--- src/rtl/qupls_decode_rt_group_pkg.sv ---
// QuplsPkg: shared types and decode helpers for the grouped Rt decoder.
//   aregno_t          architectural register number (0..63)
//   operating_mode_t  processor operating mode (3 selects IPL banking)
//   ex_instruction_t  extracted instruction fields seen by the decoders
//   fnRtRaw()         unbanked target register of one instruction
package QuplsPkg;

  typedef logic [5:0] aregno_t;
  typedef logic [6:0] opcode_t;
  typedef logic [5:0] func_t;

  typedef enum logic [1:0] {
    OM_APP    = 2'd0,
    OM_SUPER  = 2'd1,
    OM_HYPER  = 2'd2,
    OM_SECURE = 2'd3
  } operating_mode_t;

  typedef struct packed {
    opcode_t opcode;
    aregno_t aRt;
    aregno_t aRa;
    aregno_t aRb;
    logic    lk;
    func_t   func;
  } ex_instruction_t;

  // Opcodes
  localparam opcode_t OP_R2    = 7'd2;
  localparam opcode_t OP_FLT3  = 7'd3;
  localparam opcode_t OP_BSR   = 7'd4;
  localparam opcode_t OP_JSR   = 7'd5;
  localparam opcode_t OP_ADDI  = 7'd8;
  localparam opcode_t OP_SUBFI = 7'd9;
  localparam opcode_t OP_CMPI  = 7'd10;
  localparam opcode_t OP_MULI  = 7'd11;
  localparam opcode_t OP_DIVI  = 7'd12;
  localparam opcode_t OP_SLTI  = 7'd13;
  localparam opcode_t OP_MULUI = 7'd14;
  localparam opcode_t OP_DIVUI = 7'd15;
  localparam opcode_t OP_ANDI  = 7'd16;
  localparam opcode_t OP_ORI   = 7'd17;
  localparam opcode_t OP_EORI  = 7'd18;
  localparam opcode_t OP_ADDSI = 7'd20;
  localparam opcode_t OP_ANDSI = 7'd21;
  localparam opcode_t OP_ORSI  = 7'd22;
  localparam opcode_t OP_EORSI = 7'd23;
  localparam opcode_t OP_AIPSI = 7'd24;
  localparam opcode_t OP_SHIFT = 7'd26;
  localparam opcode_t OP_CSR   = 7'd27;
  localparam opcode_t OP_MOV   = 7'd28;
  localparam opcode_t OP_MCB   = 7'd32;
  localparam opcode_t OP_RTD   = 7'd33;
  localparam opcode_t OP_DBRA  = 7'd34;
  localparam opcode_t OP_BCC   = 7'd36;
  // Loads occupy 64..71 (opcode[6:3] == 4'b1000); stores start at 72.
  localparam opcode_t OP_LDB   = 7'd64;
  localparam opcode_t OP_LDO   = 7'd70;
  localparam opcode_t OP_STO   = 7'd72;
  localparam opcode_t OP_NOP   = 7'd127;

  // R2 function codes that write Rt
  localparam func_t FN_ADD  = 6'd0;
  localparam func_t FN_SUB  = 6'd1;
  localparam func_t FN_CMP  = 6'd2;
  localparam func_t FN_MUL  = 6'd3;
  localparam func_t FN_DIV  = 6'd4;
  localparam func_t FN_AND  = 6'd5;
  localparam func_t FN_OR   = 6'd6;
  localparam func_t FN_EOR  = 6'd7;
  localparam func_t FN_SLT  = 6'd8;
  localparam func_t FN_SEQ  = 6'd9;
  localparam func_t FN_SNE  = 6'd10;
  localparam func_t FN_ZSEQ = 6'd12;
  localparam func_t FN_ZSNE = 6'd13;

  // Default fixed-target registers
  localparam aregno_t SP_REG_DEF   = 6'd31;
  localparam aregno_t LK_REG_DEF   = 6'd59;
  localparam aregno_t DBRA_REG_DEF = 6'd55;

  function automatic aregno_t fnRtRaw(input ex_instruction_t ins,
                                      input aregno_t sp_reg   = SP_REG_DEF,
                                      input aregno_t lk_reg   = LK_REG_DEF,
                                      input aregno_t dbra_reg = DBRA_REG_DEF);
    aregno_t rt;
    rt = '0;
    case (ins.opcode)
      OP_R2:
        case (ins.func)
          FN_ADD, FN_SUB, FN_CMP, FN_MUL, FN_DIV, FN_AND, FN_OR, FN_EOR,
          FN_SLT, FN_SEQ, FN_SNE, FN_ZSEQ, FN_ZSNE: rt = ins.aRt;
          default: rt = '0;
        endcase
      OP_FLT3, OP_BSR, OP_JSR, OP_ADDI, OP_SUBFI, OP_CMPI, OP_MULI, OP_DIVI,
      OP_SLTI, OP_MULUI, OP_DIVUI, OP_ANDI, OP_ORI, OP_EORI, OP_ADDSI,
      OP_ANDSI, OP_ORSI, OP_EORSI, OP_AIPSI, OP_SHIFT, OP_CSR, OP_MOV:
        rt = ins.aRt;
      OP_MCB:  rt = ins.lk ? lk_reg : '0;
      OP_RTD:  rt = sp_reg;
      OP_DBRA: rt = dbra_reg;
      default: rt = (ins.opcode[6:3] == 4'b1000) ? ins.aRt : '0;
    endcase
    return rt;
  endfunction

endpackage

--- src/rtl/qupls_decode_rt_group_lane.sv ---
// qupls_decode_rt_lane: combinational target decode for one lane.
//   instr  instruction of this lane
//   valid  lane valid; an invalid lane decodes to register 0
//   om     operating mode sampled with the group
//   ipl    interrupt level sampled with the group
//   rt     decoded target after stack-pointer banking
module qupls_decode_rt_lane
  import QuplsPkg::*;
#(
  parameter int SP_REG   = 31,
  parameter int IPL_BASE = 32,
  parameter int OM_BASE  = 40,
  parameter int LK_REG   = 59,
  parameter int DBRA_REG = 55
) (
  input  ex_instruction_t instr,
  input  logic            valid,
  input  operating_mode_t om,
  input  logic [2:0]      ipl,
  output aregno_t         rt
);

  aregno_t raw;

  always_comb begin
    raw = valid ? fnRtRaw(instr, aregno_t'(SP_REG), aregno_t'(LK_REG),
                          aregno_t'(DBRA_REG)) : '0;
    rt  = raw;
    // The stack pointer is replicated per IPL in secure mode, per mode otherwise.
    if (raw == aregno_t'(SP_REG)) begin
      if (om == OM_SECURE)
        rt = aregno_t'(IPL_BASE) | aregno_t'(ipl);
      else
        rt = aregno_t'(OM_BASE) | aregno_t'(om);
    end
  end

endmodule

--- src/rtl/qupls_decode_rt_group.sv ---
// qupls_decode_rt_group: registered multi-lane Rt decoder.
// Decodes and banks Rt for every lane of a fetch group, flags lanes whose
// target is rewritten by a younger lane of the same group, and queues the
// result in a 2-entry FIFO between extract and rename.
//   clk, rst            clock, asynchronous active-high reset
//   flush               drop every buffered group
//   in_valid/in_ready   group handshake (in_ready from registered count)
//   instr, lane_v       lane instructions (lane 0 oldest) and lane valids
//   om, ipl             mode / interrupt level sampled with the group
//   out_valid/out_ready head-group handshake
//   Rt, Rtz, Rt_ovr     banked target, zero flag, WAW-override flag per lane
//   out_lane_v          lane valids carried with the group
module qupls_decode_rt_group
  import QuplsPkg::*;
#(
  parameter int LANES    = 4,
  parameter int SP_REG   = 31,
  parameter int IPL_BASE = 32,
  parameter int OM_BASE  = 40,
  parameter int LK_REG   = 59,
  parameter int DBRA_REG = 55
) (
  input  logic                        clk,
  input  logic                        rst,
  input  logic                        flush,
  input  logic                        in_valid,
  output logic                        in_ready,
  input  ex_instruction_t [LANES-1:0] instr,
  input  logic [LANES-1:0]            lane_v,
  input  operating_mode_t             om,
  input  logic [2:0]                  ipl,
  output logic                        out_valid,
  input  logic                        out_ready,
  output aregno_t [LANES-1:0]         Rt,
  output logic [LANES-1:0]            Rtz,
  output logic [LANES-1:0]            Rt_ovr,
  output logic [LANES-1:0]            out_lane_v
);

  aregno_t [LANES-1:0] rt_dec;
  logic [LANES-1:0]    rtz_dec;
  logic [LANES-1:0]    ovr_dec;

  generate
    for (genvar gi = 0; gi < LANES; gi++) begin : g_lane
      qupls_decode_rt_lane #(
        .SP_REG  (SP_REG),
        .IPL_BASE(IPL_BASE),
        .OM_BASE (OM_BASE),
        .LK_REG  (LK_REG),
        .DBRA_REG(DBRA_REG)
      ) u_lane (
        .instr(instr[gi]),
        .valid(lane_v[gi]),
        .om   (om),
        .ipl  (ipl),
        .rt   (rt_dec[gi])
      );
      assign rtz_dec[gi] = (rt_dec[gi] == '0);
    end
  endgenerate

  // Override matrix on post-banking targets. Invalid lanes decode to 0, so a
  // nonzero rt_dec[i] already implies lane i is valid.
  always_comb begin
    ovr_dec = '0;
    for (int i = 0; i < LANES; i++) begin
      for (int j = i + 1; j < LANES; j++) begin
        if (lane_v[j] && (rt_dec[j] == rt_dec[i]) && (rt_dec[i] != '0))
          ovr_dec[i] = 1'b1;
      end
    end
  end

  // Two-entry FIFO
  aregno_t [LANES-1:0] rt_mem_q  [2];
  logic [LANES-1:0]    rtz_mem_q [2];
  logic [LANES-1:0]    ovr_mem_q [2];
  logic [LANES-1:0]    lv_mem_q  [2];
  logic                wr_ptr_q, wr_ptr_d;
  logic                rd_ptr_q, rd_ptr_d;
  logic [1:0]          count_q, count_d;
  logic                push, pop;

  assign out_valid = (count_q != 2'd0);
  assign in_ready  = (count_q != 2'd2);
  assign push      = in_valid & in_ready & ~flush;
  assign pop       = out_valid & out_ready & ~flush;

  always_comb begin
    wr_ptr_d = wr_ptr_q;
    rd_ptr_d = rd_ptr_q;
    count_d  = count_q;
    if (flush) begin
      wr_ptr_d = 1'b0;
      rd_ptr_d = 1'b0;
      count_d  = 2'd0;
    end else begin
      if (push) wr_ptr_d = ~wr_ptr_q;
      if (pop)  rd_ptr_d = ~rd_ptr_q;
      case ({push, pop})
        2'b10:   count_d = count_q + 2'd1;
        2'b01:   count_d = count_q - 2'd1;
        default: count_d = count_q;
      endcase
    end
  end

  always_ff @(posedge clk or posedge rst) begin
    if (rst) begin
      wr_ptr_q <= 1'b0;
      rd_ptr_q <= 1'b0;
      count_q  <= 2'd0;
      for (int k = 0; k < 2; k++) begin
        rt_mem_q[k]  <= '0;
        rtz_mem_q[k] <= '1;
        ovr_mem_q[k] <= '0;
        lv_mem_q[k]  <= '0;
      end
    end else begin
      wr_ptr_q <= wr_ptr_d;
      rd_ptr_q <= rd_ptr_d;
      count_q  <= count_d;
      if (push) begin
        rt_mem_q[wr_ptr_q]  <= rt_dec;
        rtz_mem_q[wr_ptr_q] <= rtz_dec;
        ovr_mem_q[wr_ptr_q] <= ovr_dec;
        lv_mem_q[wr_ptr_q]  <= lane_v;
      end
    end
  end

  // An empty buffer presents the idle pattern rather than stale storage.
  assign Rt         = out_valid ? rt_mem_q[rd_ptr_q]  : '0;
  assign Rtz        = out_valid ? rtz_mem_q[rd_ptr_q] : '1;
  assign Rt_ovr     = out_valid ? ovr_mem_q[rd_ptr_q] : '0;
  assign out_lane_v = out_valid ? lv_mem_q[rd_ptr_q]  : '0;

endmodule

--- config.mk ---
export PLATFORM = sky130hd
export DESIGN_NAME = qupls_decode_rt_group
export DESIGN_NICKNAME = d
export VERILOG_FILES = /design/src/rtl/qupls_decode_rt_group_pkg.sv /design/src/rtl/qupls_decode_rt_group_lane.sv /design/src/rtl/qupls_decode_rt_group.sv
export SDC_FILE = /design/constraint.sdc
export NUM_CORES = 1
export LEC_CHECK = 0
export CAP_MARGIN = 10
export CORE_MARGIN = 3
export CORE_UTILIZATION = 33
export CTS_BUF_LIST = sky130_fd_sc_hd__clkbuf_8
export CTS_CLUSTER_DIAMETER = 150
export DETAILED_ROUTE_END_ITERATION = 12
export HOLD_SLACK_MARGIN = 0.08
export PLACE_DENSITY_LB_ADDON = 0.1
export SLEW_MARGIN = 20
export SYNTH_ARGS = -nofsm -noshare
export SYNTH_HDL_FRONTEND = slang
export SYNTH_SLANG_ARGS = --single-unit
--- constraint.sdc ---
create_clock -name clk -period 2.8 [get_ports clk]
set_input_delay 0.28 -clock clk [delete_from_list [all_inputs] [get_ports clk]]
set_output_delay 0.28 -clock clk [all_outputs]
set_load 0.05 [all_outputs]
==> flow_metrics.tcl, run 1 <==
set metrics [dict create \
    max_slew_margin_pct 54.6 \
    crit_arrival_ns 3.31 \
    area_growth_pct 68.3 \
    path_common_cell "buf_4" \
    grt_pass1_vias 6460 \
    place_inst 1151 \
    rsz0062_at_grt "yes" \
    violations "negative setup slack" \
    n_fill_cell 1466 \
    drc 0 \
    fin_nets 1133 \
    reg2reg_from "count_q[0]" \
    async_reset_ff_share_pct 100 \
    clkLatencyLatePin_ns 0.35 \
    yosysSeqAreaShare_pct 32.0 \
    finalHoldViolations 0 \
    syn_nets 805 \
    htree_levels 3 \
    status "complete, but fails checks" \
    placed_area_sq_mm 0.00853 \
    crit_type "input pin to flip-flop" \
    hold_class "input pin to asynchronous set/reset pin" \
    grt.overflow.total 0 \
    hold_buffers 0 \
    finalWirelength_mm 19.1 \
    pwr_density_cell_mw_per_mm2 359 \
    coreArea_sq_mm 0.0169 \
    dp_hpwl_mm 14.3 \
    max_cap_viol_count 0 \
    via_per_inst 5.13 \
    fin_crit_ns 3.10 \
    synth_edf_count 0 \
    grt_usage_pct 19.2 \
    cp_max_fo 4 \
    drtAntennaViolNets 0 \
    cp_cell_sequence "dlygate4sd2_1, or4_4, a311o_1, buf_4, o221ai_2, a21oi_2, and2b_2, buf_4, buf_4, buf_4, a21o_1, a32oi_2, o31ai_2, a311oi_2, o31ai_1" \
    cts_tree "yes" \
    grt_pass1_wl_mm 31.5 \
    ff2ff_setup_slack_ns 0.88 \
    final_cells 1216 \
    yosys_warnings 0 \
    rows 47 \
    post-route-period-util_pct 111 \
    p_leak_nw 4.24 \
    worstSetupEndpointType "flip-flop" \
    grt_start_max_net_pins 57 \
    syn_inst 663 \
    syn-cell-area_sq_mm 0.00582 \
    ys_seq_elements 74 \
    start_util_pct 34.4 \
    slew_violations 0 \
    diodes 0 \
    fp.dieW_microns 139 \
    place_congestion 0.898 \
    num_vias 6239 \
    multi_input_area_sq_mm 0.00440 \
    slowest_delay_ns 0.57 \
    vdd_drop_max_v 0.000280 \
    hold_slack_ns 0.319 \
    r2r_end "rt_mem_q[41]" \
    worstSetupStartpointType "input pin" \
    cp-startpoint "instr[31]" \
    clock-root-buffer "clkbuf_8" \
    drive_gt1_share_pct 44.5 \
    die_h_microns 139 \
    cp_slowest_cell "or4_4" \
    crit_required_ns 3.02 \
    antenna_found_initial 0 \
    tightest_slew_ns 0.681 \
    dieArea_sq_mm 0.0193 \
    fin_skew_ns 0.00729 \
    path_buf_inv 5 \
    yosys_most_used_dff "dfrtp_1" \
    post_drt_wl_per_cell_microns 15.7 \
    syn_avg_cell_area_sq_um 8.78 \
    cts.sinks 74 \
    drt_iter0_drc 175 \
    pre_cts_ws_ns -0.983 \
    reg2regPathDepth 5 \
    seq_area_sq_mm 0.00186 \
    dr.pass1.iters 4 \
    num_io_pins 180 \
    cts_buffer_depth 2 \
    clk_pin_slew_ns 0.08 \
    port_buffers 130 \
    layout_setup_ws_ns -0.297 \
    finalCoreUtilization_pct 57.9 \
    worst_path_dominant_cell_family "compound AO/OA/AOI/OAI gates" \
    cts_made_buffers 9 \
    fmax_mhz 323 \
    synth_cell_types 87 \
    fin_area_sq_mm 0.00980 \
    setup_viol 6 \
]
-- cell usage in the layout (no fill, tap or decap), drive strengths merged, types with 13 or more instances in the layout --
cell type / count
o21ai: 54
o31ai: 13
xnor2: 22
nor2: 71
nand3: 18
clkbuf: 17
a21oi: 16
mux2: 30
nand2: 72
dfrtp: 66
clkdlybuf4s50: 58
buf: 262
mux2i: 38
xor2: 16
-- synth_stat cells, types with 8 or more instances --
| cell type | n | area [sq um] |
|---|---|---|
| nor3_1 | 9 | 45.0 |
| nand2b_1 | 11 | 68.8 |
| nor2_1 | 71 | 267 |
| dfrtp_1 | 66 | 1650 |
| nand3_1 | 17 | 85.1 |
| clkbuf_1 | 23 | 86.3 |
| xnor2_1 | 22 | 193 |
| o21a_1 | 9 | 67.6 |
| inv_1 | 10 | 37.5 |
| and3_1 | 9 | 56.3 |
| mux2_2 | 27 | 304 |
| nand2_1 | 71 | 267 |
| o21ai_0 | 47 | 235 |
| o31ai_1 | 9 | 67.6 |
| xor2_1 | 16 | 140 |
| mux2i_1 | 38 | 380 |
| dfstp_2 | 8 | 210 |
| a21oi_1 | 14 | 70.1 |
-- how the worst max path moves through the flow --
| stage | end | slack [ns] | cells past startpoint |
|---|---|---|---|
| 5_1_grt | ovr_mem_q[4] | -0.39 | 15 |
| 4_1_cts | ovr_mem_q[4] | -0.24 | 13 |
| 6_report | ovr_mem_q[4] | -0.30 | 15 |
| 3_3_place_gp | ovr_mem_q[4] | -0.87 | 12 |
| 3_5_place_dp | ovr_mem_q[4] | -0.98 | 13 |
| 2_1_floorplan | ovr_mem_q[0] | -0.40 | 12 |
-- stage by stage --
step,total power [mW],setup TNS (ns)
3_3_place_gp,2.47,-18.58
3_5_place_dp,2.51,-21.79
2_1_floorplan,1.99,-2.45
4_1_cts,3.50,-1.00
6_report,3.52,-1.35
5_1_grt,3.71,-2.15
-- final cells by class --
type	instances	share of cell area, %
well taps	220	2.81
multi-input cells	543	44.9
clock inverters	7	0.970
repair buffers	353	30.7
inverters	10	0.383
flip-flops and latches	74	19.0
clock buffers	9	1.26
-- sequential cells by signal, indices dropped and copies added, names as in the netlist --
register and count:
rtz_mem_q 8, ovr_mem_q 6, count_q 2, rd_ptr_q 1, rt_mem_q 48, wr_ptr_q 1, lv_mem_q 8
-- where the power goes --
group	internal [mW]	switching [mW]
Combinational	0.632	0.649
Clock	0.499	0.398
Sequential	1.25	0.0871
-- metal layers --
| metal | wire (microns) | GRT usage, % | vias up |
|---|---|---|---|
| met5 | 0 | 0 | - |
| met4 | 248 | 4.27 | 0 |
| met3 | 699 | 2.41 | 23 |
| met2 | 9540 | 34.1 | 127 |
| met1 | 8660 | 24.9 | 2975 |
| li1 | - | - | 3114 |
-- timing repair --
action | CTS | global route
resized for setup | 147 | 65
setup buffers | 34 | 18
setup endpoints to repair | 20 | 18
pin swaps | 59 | 58
-- cells by family (layout without fill, tap and decap cells) --
kind of cell           after synthesis  count (layout)  synth area share, %
AND/OR/NAND/NOR                    270             270                 25.1
AO/OA/AOI/OAI                      166             166                 21.4
flip-flops                          74              74                 32.0
multiplexers                        68              68                 12.3
buffers and inverters               46             379                 3.42
XOR/XNOR                            38              38                 5.72
other                                1               1               0.0644
Note: power is estimated with default switching activity, not from simulation.
==> run 2: changes to the inputs <==
==> constraint.sdc (replaced) <==
create_clock -name clk -period 3.5 [get_ports clk]
set_input_delay 0.35 -clock clk [delete_from_list [all_inputs] [get_ports clk]]
set_output_delay 0.35 -clock clk [all_outputs]
set_load 0.05 [all_outputs]
==> run 2 against run 1 <==
Against the previous run:
- cell count shrank 5.7%
- largest cell class unchanged
- routed wire length shrank 8.8%
- sequential share of layout area rose by 2.3 points
- clock power down 25%
- highest routed layer unchanged
- global-route usage is 1.2 points lower
- the run now ends clean
- sequential power is 20% lower
==> flow_metrics.tcl, run 2 (synthesis results as in run 1) <==
set metrics [dict create \
    crit_type "input pin to flip-flop" \
    finalHoldViolations 0 \
    start_util_pct 34.4 \
    place_congestion 0.893 \
    fin_area_sq_mm 0.00875 \
    n_fill_cell 1580 \
    clock-root-buffer "clkbuf_8" \
    fin_crit_ns 3.32 \
    grt_pass1_wl_mm 29.6 \
    worstSetupStartpointType "input pin" \
    grt_start_max_net_pins 61 \
    placed_area_sq_mm 0.00840 \
    dp_hpwl_mm 14.2 \
    cp_slowest_cell "clkdlybuf4s50_1" \
    hold_class "input pin to asynchronous set/reset pin" \
    cts_tree "yes" \
    path_common_cell "buf_4" \
    tightest_slew_ns 1.05 \
    comb_power_share_pct 34.5 \
    cts_buffer_depth 2 \
    swShare_pct 31.9 \
    cts.sinks 74 \
    pwr-share-clk_pct 25.4 \
    worstSetupEndpointType "flip-flop" \
    regMostFlops "rt_mem_q" \
    slew_violations 0 \
    final_cell_mix "153 x buf_4, 125 x clkdlybuf4s50_1, 71 x nand2_1" \
    drt-met1-wl_mm 8.23 \
    reg2reg_from "count_q[0]" \
    met2_length_mm 8.34 \
    p_leak_nw 3.58 \
    fp.dieW_microns 139 \
    coreArea_sq_mm 0.0169 \
    dieArea_sq_mm 0.0193 \
    cp_cell_sequence "clkdlybuf4s50_1, nand2_1, or4b_1, and3_1, o31ai_1, buf_4, a21oi_1, buf_4, nor4b_1, buf_4, and3_1, mux2_2" \
    finalWirelength_mm 17.5 \
    final_common_cell "buf_4" \
    hold_buffers 0 \
    area_growth_pct 50.2 \
    slowest_delay_ns 0.56 \
    grt.overflow.total 0 \
    largest_reg_flops 48 \
    drtAntennaViolNets 0 \
    path_buf_inv 4 \
    port_buffers 130 \
    cts_made_buffers 9 \
    worst_path_dominant_cell_family "simple AND/OR/NAND/NOR gates" \
    pwr-share-seq_pct 40.1 \
    fin_nets 1064 \
    antenna_found_initial 0 \
    fin_skew_ns 0.00866 \
    dr.pass1.iters 6 \
    htree_levels 3 \
    fmax_mhz 301 \
    grt_usage_pct 18.0 \
    drive_gt1_share_pct 27.7 \
    ff2ff_setup_slack_ns 1.24 \
    pwr_density_cell_mw_per_mm2 305 \
    drc 0 \
    crit_required_ns 3.79 \
    grt_pass1_vias 6098 \
    post-route-period-util_pct 94.9 \
    p_sw_uw 850 \
    cp_max_fo 5 \
    max_cap_viol_count 0 \
    diodes 0 \
    post_drt_wl_per_cell_microns 15.2 \
    r2r_end "rt_mem_q[38]" \
    num_vias 5942 \
    met3RoutedLength_microns 709 \
    drt_iter0_drc 255 \
    crit_arrival_ns 3.61 \
    power_mw 2.66 \
    clkLatencyLatePin_ns 0.35 \
    clk_pin_slew_ns 0.08 \
    die_h_microns 139 \
    status "completed" \
    top_regs "rt_mem_q (48), lv_mem_q (8), rtz_mem_q (8)" \
    top_layer "met4" \
    internal-power_mw 1.81 \
    setup_viol 0 \
    num_io_pins 180 \
    rows 47 \
    reg2regPathDepth 5 \
    max_slew_margin_pct 29.7 \
    via_per_inst 5.18 \
    vdd_drop_max_v 0.000209 \
]
run 2: cell types whose count changed in the layout (fill, tap and decap cells not counted), sizes merged:
cell,delta
buf,-108
clkdlybuf4s50,+67
dlygate4sd2,-9
clkbuf,-6
clkdlybuf4s15,-6
dlymetal6s2s,-5
bufinv,-1
clkinvlp,-1
run 2: metrics by stage:
stage | util, % | TNS, ns | std cells | setup slack (ns) | hold slack [ns]
floorplan | - | 0 | 663 | 0.0814 | 0.416
global placement | 49.6 | -2.42 | 1129 | -0.381 | 0.460
detailed placement | 49.6 | -2.97 | 1129 | -0.427 | 0.467
CTS | 50.8 | 0 | 1145 | 0.00361 | 0.273
global route | 51.6 | -0.0150 | 1147 | -0.0150 | 0.303
finish | 51.6 | 0 | 1147 | 0.180 | 0.280
run 2: what timing repair did:
item,in CTS,in global routing
setup buffers,0,2
setup endpoints to repair,4,8
gates resized for setup,1,24
pin swaps,3,10
run 2: final cells by class:
type | count | area (sq um) | share of cell area, %
multi-input cells | 543 | 3880 | 44.4
inverters | 10 | 37.5 | 0.429
well taps | 220 | 275 | 3.15
flip-flops and latches | 74 | 1860 | 21.3
clock buffers | 11 | 151 | 1.73
clock inverters | 5 | 53.8 | 0.615
repair buffers | 284 | 2480 | 28.4
run 2: worst max path at each step:
stage	start	endpoint	slack, ns	cells after the start
3_3_place_gp	instr[63]	ovr_mem_q[0]	-0.38	12
5_1_grt	instr[62]	ovr_mem_q[5]	-0.01	15
2_1_floorplan	instr[62]	ovr_mem_q[0]	0.08	13
6_report	instr[121]	rtz_mem_q[3]	0.18	12
3_5_place_dp	instr[63]	ovr_mem_q[5]	-0.43	13
4_1_cts	instr[63]	ovr_mem_q[1]	0.004	12
run 2: power by group through the flow:
stage	combinational [mW]	clock, mW	sequential, mW
6_report	0.918	0.677	1.07
3_3_place_gp	0.889	0	1.08
5_1_grt	1.00	0.730	1.08
4_1_cts	0.911	0.698	1.07
3_5_place_dp	0.906	0	1.09
2_1_floorplan	0.526	0	1.06
run 2: routing by layer:
layer	up-vias	track usage, %
met2	136	30.7
met4	0	4.17
li1	2968	-
met1	2821	24.4
met3	17	2.38
met5	-	0
==> run 3: changes to the inputs <==
--- a/config.mk
+++ b/config.mk
@@ -13,6 +13,7 @@
 export DETAILED_ROUTE_END_ITERATION = 12
 export HOLD_SLACK_MARGIN = 0.08
 export PLACE_DENSITY_LB_ADDON = 0.1
+export SETUP_SLACK_MARGIN = 0.4
 export SLEW_MARGIN = 20
 export SYNTH_ARGS = -nofsm -noshare
 export SYNTH_HDL_FRONTEND = slang
==> run 3 against run 2 <==
Against the previous run:
- combinational power is 3.5% higher
- final area rose by 3.1%
- utilization is 1.6 points higher
- die area unchanged
- routed wire length increased by 4.4%
- sequential share of layout area fell by 0.65 points
- clock skew fell by 0.0035 ns
- critical path depth is 1 higher
- highest routed layer unchanged
==> flow_metrics.tcl, run 3 (synthesis results as in run 1) <==
set metrics [dict create \
    drtAntennaViolNets 0 \
    place_congestion 0.911 \
    slew_violations 0 \
    clk_pin_slew_ns 0.08 \
    reg2reg_from "count_q[0]" \
    path_buf_inv 2 \
    crit_type "input pin to flip-flop" \
    fin_crit_ns 3.21 \
    regMostFlops "rt_mem_q" \
    max_cap_viol_count 0 \
    grt_usage_pct 18.4 \
    antenna_found_initial 0 \
    multi_input_area_sq_mm 0.00417 \
    post_drt_wl_per_cell_microns 15.9 \
    worstSetupStartpointType "input pin" \
    cp_slowest_cell "or4_4" \
    cts_made_buffers 9 \
    status "completed" \
    final_cells 1146 \
    htree_levels 3 \
    internal-power_mw 1.77 \
    finalHoldViolations 0 \
    largest_reg_flops 48 \
    crit_required_ns 3.75 \
    worstSetupEndpointType "flip-flop" \
    pwr-share-seq_pct 40.2 \
    post-route-period-util_pct 91.8 \
    tightest_slew_ns 1.01 \
    hold_slack_ns 0.481 \
    dp_hpwl_mm 13.8 \
    pwr_density_cell_mw_per_mm2 292 \
    max_slew_margin_pct 32.5 \
    pwr-share-clk_pct 23.8 \
    dr.pass1.iters 5 \
    clkLatencyLatePin_ns 0.35 \
    cp-startpoint "instr[61]" \
    start_util_pct 34.4 \
    grt_pass1_wl_mm 29.9 \
    grt.overflow.total 0 \
    grt_pass1_vias 6098 \
    clock-root-buffer "clkbuf_8" \
    fp.dieW_microns 139 \
    place_inst 1105 \
    finalWirelength_mm 18.2 \
    final_common_cell "buf_4" \
    drive_gt1_share_pct 32.6 \
    fin_skew_ns 0.00514 \
    diodes 0 \
    area_growth_pct 54.9 \
    port_buffers 130 \
    via_per_inst 5.21 \
    cp_cell_sequence "buf_6, or4_4, or3_4, nand3_2, o21ai_2, or3_4, buf_12, or4_4, and2_4, xnor2_2, nor4_2, a311oi_2, o31ai_1" \
    cts.sinks 74 \
    swShare_pct 32.8 \
    comb_power_share_pct 36.0 \
    vdd_drop_max_v 0.000217 \
    hold_path.startpoint "rt_mem_q[37]" \
    cts_buffer_depth 2 \
    grt_start_max_net_pins 75 \
    cts_tree "yes" \
    slowest_delay_ns 0.53 \
    hold_class "flip-flop to flip-flop" \
    pre_cts_ws_ns -0.376 \
    setup_viol 0 \
    cp_max_fo 4 \
    drt_iter0_drc 337 \
    rows 47 \
    num_vias 5969 \
    fin_nets 1063 \
    crit_arrival_ns 3.46 \
    fmax_mhz 311 \
    coreArea_sq_mm 0.0169 \
    fin_area_sq_mm 0.00902 \
    p_leak_nw 3.69 \
    final_cell_mix "143 x buf_4, 102 x clkdlybuf4s50_1, 68 x nand2_1, 68 x nor2_1, 65 x dfrtp_1" \
    worst_path_dominant_cell_family "simple AND/OR/NAND/NOR gates" \
    layout_setup_ws_ns 0.286 \
    top_regs "rt_mem_q (48), lv_mem_q (8), rtz_mem_q (8)" \
    placed_area_sq_mm 0.00824 \
    seq_area_sq_mm 0.00186 \
    die_h_microns 139 \
    rsz0062_at_grt "yes" \
    drc 0 \
    num_io_pins 180 \
    p_sw_uw 864 \
    dieArea_sq_mm 0.0193 \
    n_fill_cell 1555 \
]
run 3: worst paths after layout:
| kind | to | slack, ns | cells after the start |
|---|---|---|---|
| worst max register to register | lv_mem_q[6] | 1.32 | 4 |
| worst max-delay path | ovr_mem_q[4] | 0.29 | 13 |
| worst min register to register | rt_mem_q[37] | 0.48 | 2 |
| min in group asynchronous | lv_mem_q[2] | 0.61 | 3 |
| max in group asynchronous | rd_ptr_q | 2.21 | 3 |
| worst min-delay path | rt_mem_q[37] | 0.48 | 2 |
run 3: layer usage:
| metal | GRT usage, % | part of all wire (%) | up-vias |
|---|---|---|---|
| met5 | 0 | 0 | - |
| met3 | 2.17 | 4.1 | 25 |
| met1 | 25.0 | 46 | 2820 |
| li1 | - | - | 2958 |
| met2 | 30.7 | 48 | 166 |
| met4 | 5.66 | 1.9 | 0 |
run 3: timing repair:
item | 4_1_cts | 5_1_grt
cloned | 0 | 1
buffers inserted | 19 | 5
hold buffers | 0 | 0
setup endpoints to repair | 14 | 9
pin swaps | 58 | 19
resized for setup | 97 | 32
run 3: power by group through the flow:
stage	registers [mW]	logic (mW)	clock network, mW
finish	1.06	0.950	0.626
global route	1.08	1.03	0.685
CTS	1.06	0.931	0.652
detailed placement	1.08	0.895	0
global placement	1.07	0.876	0
floorplan	1.06	0.528	0
run 3: per-stage QoR:
stage                     utilization, %  setup TNS, ns  power, mW
after floorplan                        -              0       1.59
after detailed placement            48.7          -2.13       1.97
after global placement              48.7          -1.40       1.95
after CTS                           52.1              0       2.64
final                               53.3              0       2.64
after global routing                53.3              0       2.79
run 3: cell type report:
cell class	count	area share, %
multi-input cells	543	46.3
flip-flops and latches	74	20.6
clock buffers	9	1.37
clock inverters	7	0.680
repair buffers	283	27.6
inverters	10	0.416
well taps	220	3.05
run 3: worst reg2reg max path, stage by stage (launching register included):
cell	delay, ns
dfrtp_1	0.43
nand2b_1	0.19
nand2_1	0.12
or3_2	0.87
mux2_2	0.46
